[config.mk]
export PLATFORM = sky130hd
export DESIGN_NAME = pat_gen
export DESIGN_NICKNAME = d
export VERILOG_FILES = /design/src/rtl/pat_gen.sv
export SDC_FILE = /design/constraint.sdc
export NUM_CORES = 1
export LEC_CHECK = 0
export ABC_AREA = 1
export CORE_MARGIN = 1.5
export CORE_UTILIZATION = 51
export DETAILED_ROUTE_END_ITERATION = 8
export GPL_ROUTABILITY_DRIVEN = 1
export HOLD_SLACK_MARGIN = 0.12
export PLACE_DENSITY = 0.78
export SETUP_SLACK_MARGIN = 0.4
export SYNTH_ARGS = -nofsm -noshare
export SYNTH_HDL_FRONTEND = slang
export SYNTH_SLANG_ARGS = --single-unit
[constraint.sdc]
create_clock -name clk -period 1.6 [get_ports clk]
set_clock_uncertainty 0.2 [all_clocks]
set_input_delay 0.24 -clock clk [delete_from_list [all_inputs] [get_ports clk]]
set_output_delay 0.24 -clock clk [all_outputs]
set_load 0.005 [all_outputs]
[src/rtl/pat_gen.sv]
// Serial pattern generator.
// Latches a WIDTH-bit pattern on an accepted start and shifts it out MSB-first,
// one bit per clock. The pattern can be repeated repeat_cnt extra times, with
// gap_len idle cycles between copies. All outputs come straight from flops.
module pat_gen #(
  parameter int WIDTH = 8,   // pattern length, 2..32
  parameter int CNT_W = 4    // width of the repeat and gap count fields
) (
  input  logic             clk,
  input  logic             rst,
  input  logic             start,
  input  logic             abort,
  input  logic [WIDTH-1:0] pattern,
  input  logic [CNT_W-1:0] repeat_cnt,
  input  logic [CNT_W-1:0] gap_len,
  output logic             data,
  output logic             data_valid,
  output logic             busy,
  output logic             done
);

  localparam int             BCW      = $clog2(WIDTH);
  localparam logic [BCW-1:0] LAST_BIT = BCW'(WIDTH - 1);
  localparam logic [BCW-1:0] BIT_ONE  = BCW'(1);
  localparam logic [CNT_W-1:0] CNT_ONE = CNT_W'(1);

  typedef enum logic [1:0] {
    IDLE = 2'd0,
    SEND = 2'd1,
    GAP  = 2'd2
  } state_t;

  // Current-state registers.
  state_t           state_q;
  logic [WIDTH-1:0] pat_q;      // pattern latched at the accepted start
  logic [WIDTH-1:0] shreg_q;    // bits still to be sent in this copy, MSB next
  logic [BCW-1:0]   bit_q;      // index of the bit currently on data
  logic [CNT_W-1:0] reps_q;     // copies still to send after the current one
  logic [CNT_W-1:0] gap_len_q;  // latched idle length between copies
  logic [CNT_W-1:0] gap_q;      // idle cycles left in the current gap
  logic             data_q;
  logic             valid_q;
  logic             busy_q;
  logic             done_q;

  // Next-state values.
  state_t           state_d;
  logic [WIDTH-1:0] pat_d;
  logic [WIDTH-1:0] shreg_d;
  logic [BCW-1:0]   bit_d;
  logic [CNT_W-1:0] reps_d;
  logic [CNT_W-1:0] gap_len_d;
  logic [CNT_W-1:0] gap_d;
  logic             data_d;
  logic             valid_d;
  logic             busy_d;
  logic             done_d;

  // Next-state and next-output decode for the IDLE / SEND / GAP sequencer.
  always_comb begin
    // NOTE: every signal gets a default before the case so no path leaves a
    // value unassigned, which would otherwise infer a latch.
    state_d   = state_q;
    pat_d     = pat_q;
    shreg_d   = shreg_q;
    bit_d     = bit_q;
    reps_d    = reps_q;
    gap_len_d = gap_len_q;
    gap_d     = gap_q;
    data_d    = 1'b0;
    valid_d   = 1'b0;
    busy_d    = busy_q;
    done_d    = 1'b0;

    unique case (state_q)
      IDLE: begin
        busy_d = 1'b0;
        // abort on the same edge as start drops the request.
        if (start && !abort) begin
          pat_d     = pattern;
          reps_d    = repeat_cnt;
          gap_len_d = gap_len;
          data_d    = pattern[WIDTH-1];
          valid_d   = 1'b1;
          shreg_d   = {pattern[WIDTH-2:0], 1'b0};
          bit_d     = '0;
          busy_d    = 1'b1;
          state_d   = SEND;
        end
      end

      SEND: begin
        busy_d = 1'b1;
        if (bit_q != LAST_BIT) begin
          data_d  = shreg_q[WIDTH-1];
          valid_d = 1'b1;
          shreg_d = {shreg_q[WIDTH-2:0], 1'b0};
          bit_d   = bit_q + BIT_ONE;
        end else if (reps_q != '0) begin
          reps_d = reps_q - CNT_ONE;
          if (gap_len_q != '0) begin
            // Enter the idle gap; data/data_valid keep their zero defaults.
            gap_d   = gap_len_q;
            state_d = GAP;
          end else begin
            // Back-to-back copy: next MSB follows the last bit with no bubble.
            data_d  = pat_q[WIDTH-1];
            valid_d = 1'b1;
            shreg_d = {pat_q[WIDTH-2:0], 1'b0};
            bit_d   = '0;
          end
        end else begin
          // Final bit of the final copy has been shown: finish up.
          busy_d  = 1'b0;
          done_d  = 1'b1;
          bit_d   = '0;
          state_d = IDLE;
        end
      end

      GAP: begin
        busy_d = 1'b1;
        if (gap_q == CNT_ONE) begin
          data_d  = pat_q[WIDTH-1];
          valid_d = 1'b1;
          shreg_d = {pat_q[WIDTH-2:0], 1'b0};
          bit_d   = '0;
          gap_d   = '0;
          state_d = SEND;
        end else begin
          gap_d = gap_q - CNT_ONE;
        end
      end

      default: begin
        busy_d  = 1'b0;
        state_d = IDLE;
      end
    endcase

    // abort overrides everything above while a transfer is in progress.
    if (abort && (state_q != IDLE)) begin
      state_d = IDLE;
      data_d  = 1'b0;
      valid_d = 1'b0;
      busy_d  = 1'b0;
      done_d  = 1'b0;
      bit_d   = '0;
      reps_d  = '0;
      gap_d   = '0;
    end
  end

  // State and output registers with asynchronous active-high clear.
  always_ff @(posedge clk or posedge rst) begin
    if (rst) begin
      state_q   <= IDLE;
      pat_q     <= '0;
      shreg_q   <= '0;
      bit_q     <= '0;
      reps_q    <= '0;
      gap_len_q <= '0;
      gap_q     <= '0;
      data_q    <= 1'b0;
      valid_q   <= 1'b0;
      busy_q    <= 1'b0;
      done_q    <= 1'b0;
    end else begin
      // NOTE: sequential state uses non-blocking assignments so every flop
      // samples the pre-edge values regardless of statement order.
      state_q   <= state_d;
      pat_q     <= pat_d;
      shreg_q   <= shreg_d;
      bit_q     <= bit_d;
      reps_q    <= reps_d;
      gap_len_q <= gap_len_d;
      gap_q     <= gap_d;
      data_q    <= data_d;
      valid_q   <= valid_d;
      busy_q    <= busy_d;
      done_q    <= done_d;
    end
  end

  assign data       = data_q;
  assign data_valid = valid_q;
  assign busy       = busy_q;
  assign done       = done_q;

endmodule
# --- After elaboration in Yosys (flattened, before gate mapping) ---
# Index checks and enable logic that the tools add are counted.
classes:
  n_addsub: 3
  eq_ne: 15
  n_mux: 53
  reduce_logical: 17
op_table:
  columns: ["op", "count"]
  rows:
  - ["8-bit two-way mux", 5]
  - ["4-bit two-way mux", 9]
  - ["3-bit inequality test (second input constant)", 8]
  - ["8-bit one-hot mux with 3 select lines", 1]
  - ["1-bit two-way mux", 19]
  - ["3-bit two-way mux", 6]
  - ["4-bit one-hot mux with 2 select lines", 2]
  - ["4-bit AND reduction", 4]
  - ["2-bit two-way mux", 6]
  - ["4-bit nonzero test", 3]
  - ["1-bit one-hot mux with 3 select lines", 3]
  - ["3-bit one-hot mux with 3 select lines", 1]
  - ["3-bit nonzero test", 3]
  - ["4-bit by 1-bit subtractor with 4-bit output (second input constant)", 2]
  - ["2-bit one-hot mux with 3 select lines", 1]
  - ["5-bit inequality test (second input constant)", 1]
  - ["5-bit AND reduction", 1]
  - ["4-bit by 1-bit == test with 1-bit output (second input constant)", 1]
  - ["2-bit inequality test (second input constant)", 2]
  - ["4-bit inequality test (second input constant)", 1]
  - ["3-bit by 1-bit adder with 3-bit output (second input constant)", 1]
  - ["2-bit by 1-bit == test with 1-bit output (second input constant)", 1]
  - ["2-bit == test (second input constant)", 1]
  - ["1-bit logical AND", 2]
  - ["4 further kinds", 4]
word_totals:
  register_bits: 37
  inputBits: 20
  output_inout_bits: 4
  wordCells: 99

# --- Longest topological paths before layout ---
depth:
  word_depth: 6
  ltp_mapped: 10
  ltp_nobuf: 10

# --- Least setup slack after synthesis ---
# Ideal clock, no wire load.
synth_path:
  kind: "reg-to-reg"
  startpoint: "register state_q[0]"
  endpoint: "register state_q[1]"
  setup_ps: 117
  t_arrival_ps: 1417
  required_time_ps: 1283
  setup_slack_ps: -134
  stages_incl_launch_ff: 11
  n_path_buf: 0
  period_less_slack_ps: 1734
  cell_sequence: "dfrtp_1 inv_1 ha_1 inv_2 nand2_4 nand3_1 nand2_1 a21oi_1 nand2_1 nand2_1 nand2_1"
synth_between:
  elab_chain_len: 4
  elab_cells_between_ends: 12
  classes_between: "eq/ne: 6; mux: 2; reduce/logical: 4"
synth_lines:
  columns: ["item", "line", "text"]
  rows:
  - ["from (decl)", "34", "state_t state_q;"]
  - ["from (signal assigned)", "171", "state_q <= state_d;"]
  - ["2-bit nonzero test", "142", "if (abort && (state_q != IDLE)) begin"]
  - ["1-bit logical AND", "142", null]
  - ["4-bit inequality test (no source line) / 3-bit inequality test (equally long branches)", null, null]
  - ["4-bit AND reduction (no source line)", null, null]
# Parallel ways exist; a longest one is shown, timed or not.
# A chain may end at the register's enable or synchronous reset.

# --- Worst setup path after layout ---
layout_path:
  startpoint: "register bit_q[0]"
  endpoint: "register data_q (netlist: data)"
layout_between:
  elab_chain_len: 4
layout_lines:
  columns: ["item", "line", "text"]
  rows:
  - ["from (decl)", "37", "logic [BCW-1:0] bit_q;"]
  - ["from (signal assigned)", "174", "bit_q <= bit_d;"]
  - ["3-bit inequality test", "94", "if (bit_q != LAST_BIT) begin"]
  - ["1-bit two-way mux", "94", null]
  - ["1-bit one-hot mux with 3 select lines", "75", "unique case (state_q)"]
  - ["1-bit two-way mux", "142", null]
  - ["named net data_d", "54", "logic data_d;"]
  - ["to (signal assigned)", "178", "data_q <= data_d;"]
  - ["to (decl)", "41", "logic data_q;"]
# The timed path passes the listed nets, and every way through them passes these cells.

==> impl_metrics.tcl <==
set metrics [dict create \
    setup_violations 24 \
    clock_latency_ns 0.30 \
    crit_type "flop to flop" \
    p_leak_nw 1.61 \
    ys_ff_latch 36 \
    max_freq_mhz 569 \
    cts_tree "done" \
    cap_violations 0 \
    p_per_area_nw_per_um2 1920 \
    die_x_um 68.0 \
    track_usage 0.258 \
    fill_cells 242 \
    htree_levels 2 \
    clk_pin_slew_ns 0.07 \
    start_util 0.534 \
    arrival_ns 1.75 \
    drc 0 \
    timing.final.crit_share 1.10 \
    synth_seq_area_share 0.418 \
    yosysTopAreaCellShare 0.418 \
    clkSinkCount 36 \
    grt_overflow 0 \
    power.net_switching_mw 2.87 \
    antenna_found_initial 0 \
    report.final.hold_viol_count 0 \
    grt_pass1_vias 2076 \
    synthTopCellsByCount "nand2_1 (127), dfrtp_1 (36), nand3_1 (23), nor2_1 (23), inv_1 (21)" \
    hp-class "primary input to asynchronous set/reset pin" \
    antenna_cells 0 \
    timing.final.ws_setup_ns -0.159 \
    synth_edf_count 0 \
    die_height_um 68.0 \
    multi_input_area_um2 1410 \
    intPower_mw 3.37 \
    seqPwrFrac 0.259 \
    p_sw_frac 0.460 \
    root_buffer "clkbuf_8" \
    ys_types 24 \
    fin_hold_ws_ns 0.125 \
    pwr-share-comb 0.642 \
    ys_warn_count 0 \
    synth_nets 328 \
    synthCells 298 \
    placement_rows 23 \
    cts_buffers 5 \
    drt_wl_total_um 6630 \
    wl_per_cell_um 15.5 \
    violations "negative setup slack" \
    hold_buffers 0 \
    dieArea_um2 4620 \
    drt_iter0_markers 246 \
    crit_path_end_kind "flop" \
    io_buffers 23 \
    start_kind "flop" \
    ff2ff_path_depth 10 \
    ant_nets 0 \
    slew_headroom 0.846 \
    pre_cts_slack_ns -0.199 \
    ys.flop_type "dfrtp_1" \
    syn_area_um2 2150 \
    r2r-end "data$_DFF_PP0_" \
    worstSetupStartpoint "bit_q[0]$_DFFE_PP0P_" \
    clkPwrFrac 0.099 \
    dr.pass1.iters 5 \
    syn_area_per_cell_um2 7.23 \
    endpoint "data$_DFF_PP0_" \
    post-route-util 0.805 \
    r2r-start "bit_q[0]$_DFFE_PP0P_" \
    via_per_inst 5.50 \
    placed_cells 409 \
    grt_setup_unrepaired "yes" \
    synthTopCellsByArea "dfrtp_1 (42%), nand2_1 (22%), ha_1 (5.8%), nand3_1 (5.3%), nor2_1 (4.0%)" \
    place.gp.congestion 0.934 \
    vias 2356 \
    grt_start_max_net_pins 37 \
    postSynth.asyncResetShare 1.00 \
    status "finished with violations" \
    grt_pass1_wl_um 8890 \
    drive_above_1_share 0.386 \
    synth_top_area_cell "dfrtp_1" \
    core_um2 4030 \
    worstMarginPinSlew_ns 0.229 \
    ff_latch_area_um2 902 \
    areaGrowthSynthToFinish_pct 50.6 \
    peakVddDrop_mv 1.45 \
    num-nets-final 408 \
    required_ns 1.59 \
    yosysMostFrequentCell "nand2_1" \
    r2r_slack_ns -0.16 \
    dp_hpwl_um 3810 \
    top_level_ports 24 \
    cp_max_fo 5 \
    slew_viol_final 0 \
    fin_cells 428 \
    clockBufferDepth 2 \
    layout_min_cycle_time_ns 1.76 \
]
-- worst min-delay path by stage --
stage	start	to	slack, ns	cells after the start
2_1_floorplan	rst	bit_q[0]$_DFFE_PP0P_	-0.007	1
3_3_place_gp	pat_q[3]$_DFFE_PP0P_	pat_q[3]$_DFFE_PP0P_	0.26	2
3_5_place_dp	pat_q[2]$_DFFE_PP0P_	pat_q[2]$_DFFE_PP0P_	0.27	2
4_1_cts	rst	shreg_q[4]$_DFFE_PP0P_	0.14	3
5_1_grt	rst	shreg_q[1]$_DFFE_PP0P_	0.16	3
6_report	rst	pat_q[3]$_DFFE_PP0P_	0.12	3
-- state kept, by name, summed over array words and instances, names as in the netlist --
register    count
busy            1
state_q         2
bit_q           3
gap_len_q       4
data            1
pat_q           8
data_valid      1
done            1
gap_q           4
shreg_q         7
reps_q          4
-- cells in the final DEF (no fill, tap or decap), types with 3 or more instances in the layout --
master,instances
nand2_1,103
buf_4,46
dfrtp_1,35
nand2_2,23
nor2_1,20
clkdlybuf4s50_1,19
nand3_1,16
inv_1,13
nand3_2,8
nor2_4,7
nand2_4,7
inv_2,6
a31oi_1,6
nor2_2,5
o21ai_0,5
o21ai_1,5
ha_4,5
clkbuf_8,5
buf_6,5
inv_4,4
o21ai_2,4
buf_2,4
a21oi_2,3
ha_1,3
buf_12,3
-- area by class of cell --
cell class                      instances  area share
Clock buffer                            6      0.0224
Inverter                               26      0.0374
Sequential cell                        36       0.278
Tap cell                               50      0.0193
Timing Repair Buffer                   77       0.207
Clock inverter                          1     0.00154
Multi-Input combinational cell        232       0.434
-- metrics by stage --
step | TNS [ns] | power (mW) | area [µm²]
2_1_floorplan | 0 | 3.59 | 2210
6_report | -1.50 | 6.24 | 3240
5_1_grt | -3.43 | 6.69 | 3240
3_5_place_dp | -4.61 | 4.77 | 2830
4_1_cts | -0.387 | 5.50 | 2960
3_3_place_gp | -3.81 | 4.67 | 2830
-- cell families after synthesis --
| group | Yosys count | share of synthesized area |
|---|---|---|
| adders and majority gates | 10 | 0.0581 |
| buffers and inverters | 30 | 0.0540 |
| and+or+nand+nor | 192 | 0.387 |
| AOI/OAI and AO/OA | 28 | 0.0744 |
| xor gates and xnor gates | 2 | 0.00814 |
| DFF | 36 | 0.418 |
-- routing by layer --
metal	vias to the layer above	track usage	share of wire	wire length (µm)
met5	-	0	0	0
met4	0	0.100	0.041	269
met1	1104	0.313	0.40	2630
met2	107	0.439	0.51	3390
li1	1109	-	-	-
met3	36	0.0641	0.050	329
-- power groups by stage --
stage	clock network [mW]	logic, mW	registers (mW)
global placement	0	3.12	1.55
floorplan	0	2.04	1.55
CTS	0.619	3.32	1.56
global route	0.662	4.38	1.65
finish	0.616	4.00	1.61
detailed placement	0	3.21	1.56
-- critical path, cell delays in order (launching register included) --
cell and delay (ns):
dfrtp_1 0.38, ha_2 0.20, ha_4 0.19, buf_4 0.14, buf_4 0.12, nand2_1 0.07
inv_1 0.05, nand3_1 0.08, nand2_1 0.07, nand2_1 0.09, a21oi_2 0.06
-- repair_timing --
action,CTS,global route
pin swaps,8,25
hold endpoints to repair,0,0
setup buffers,2,10
resized for setup,35,62
setup endpoints to repair,40,40
No activity file was read; power rests on OpenSTA's default activity.
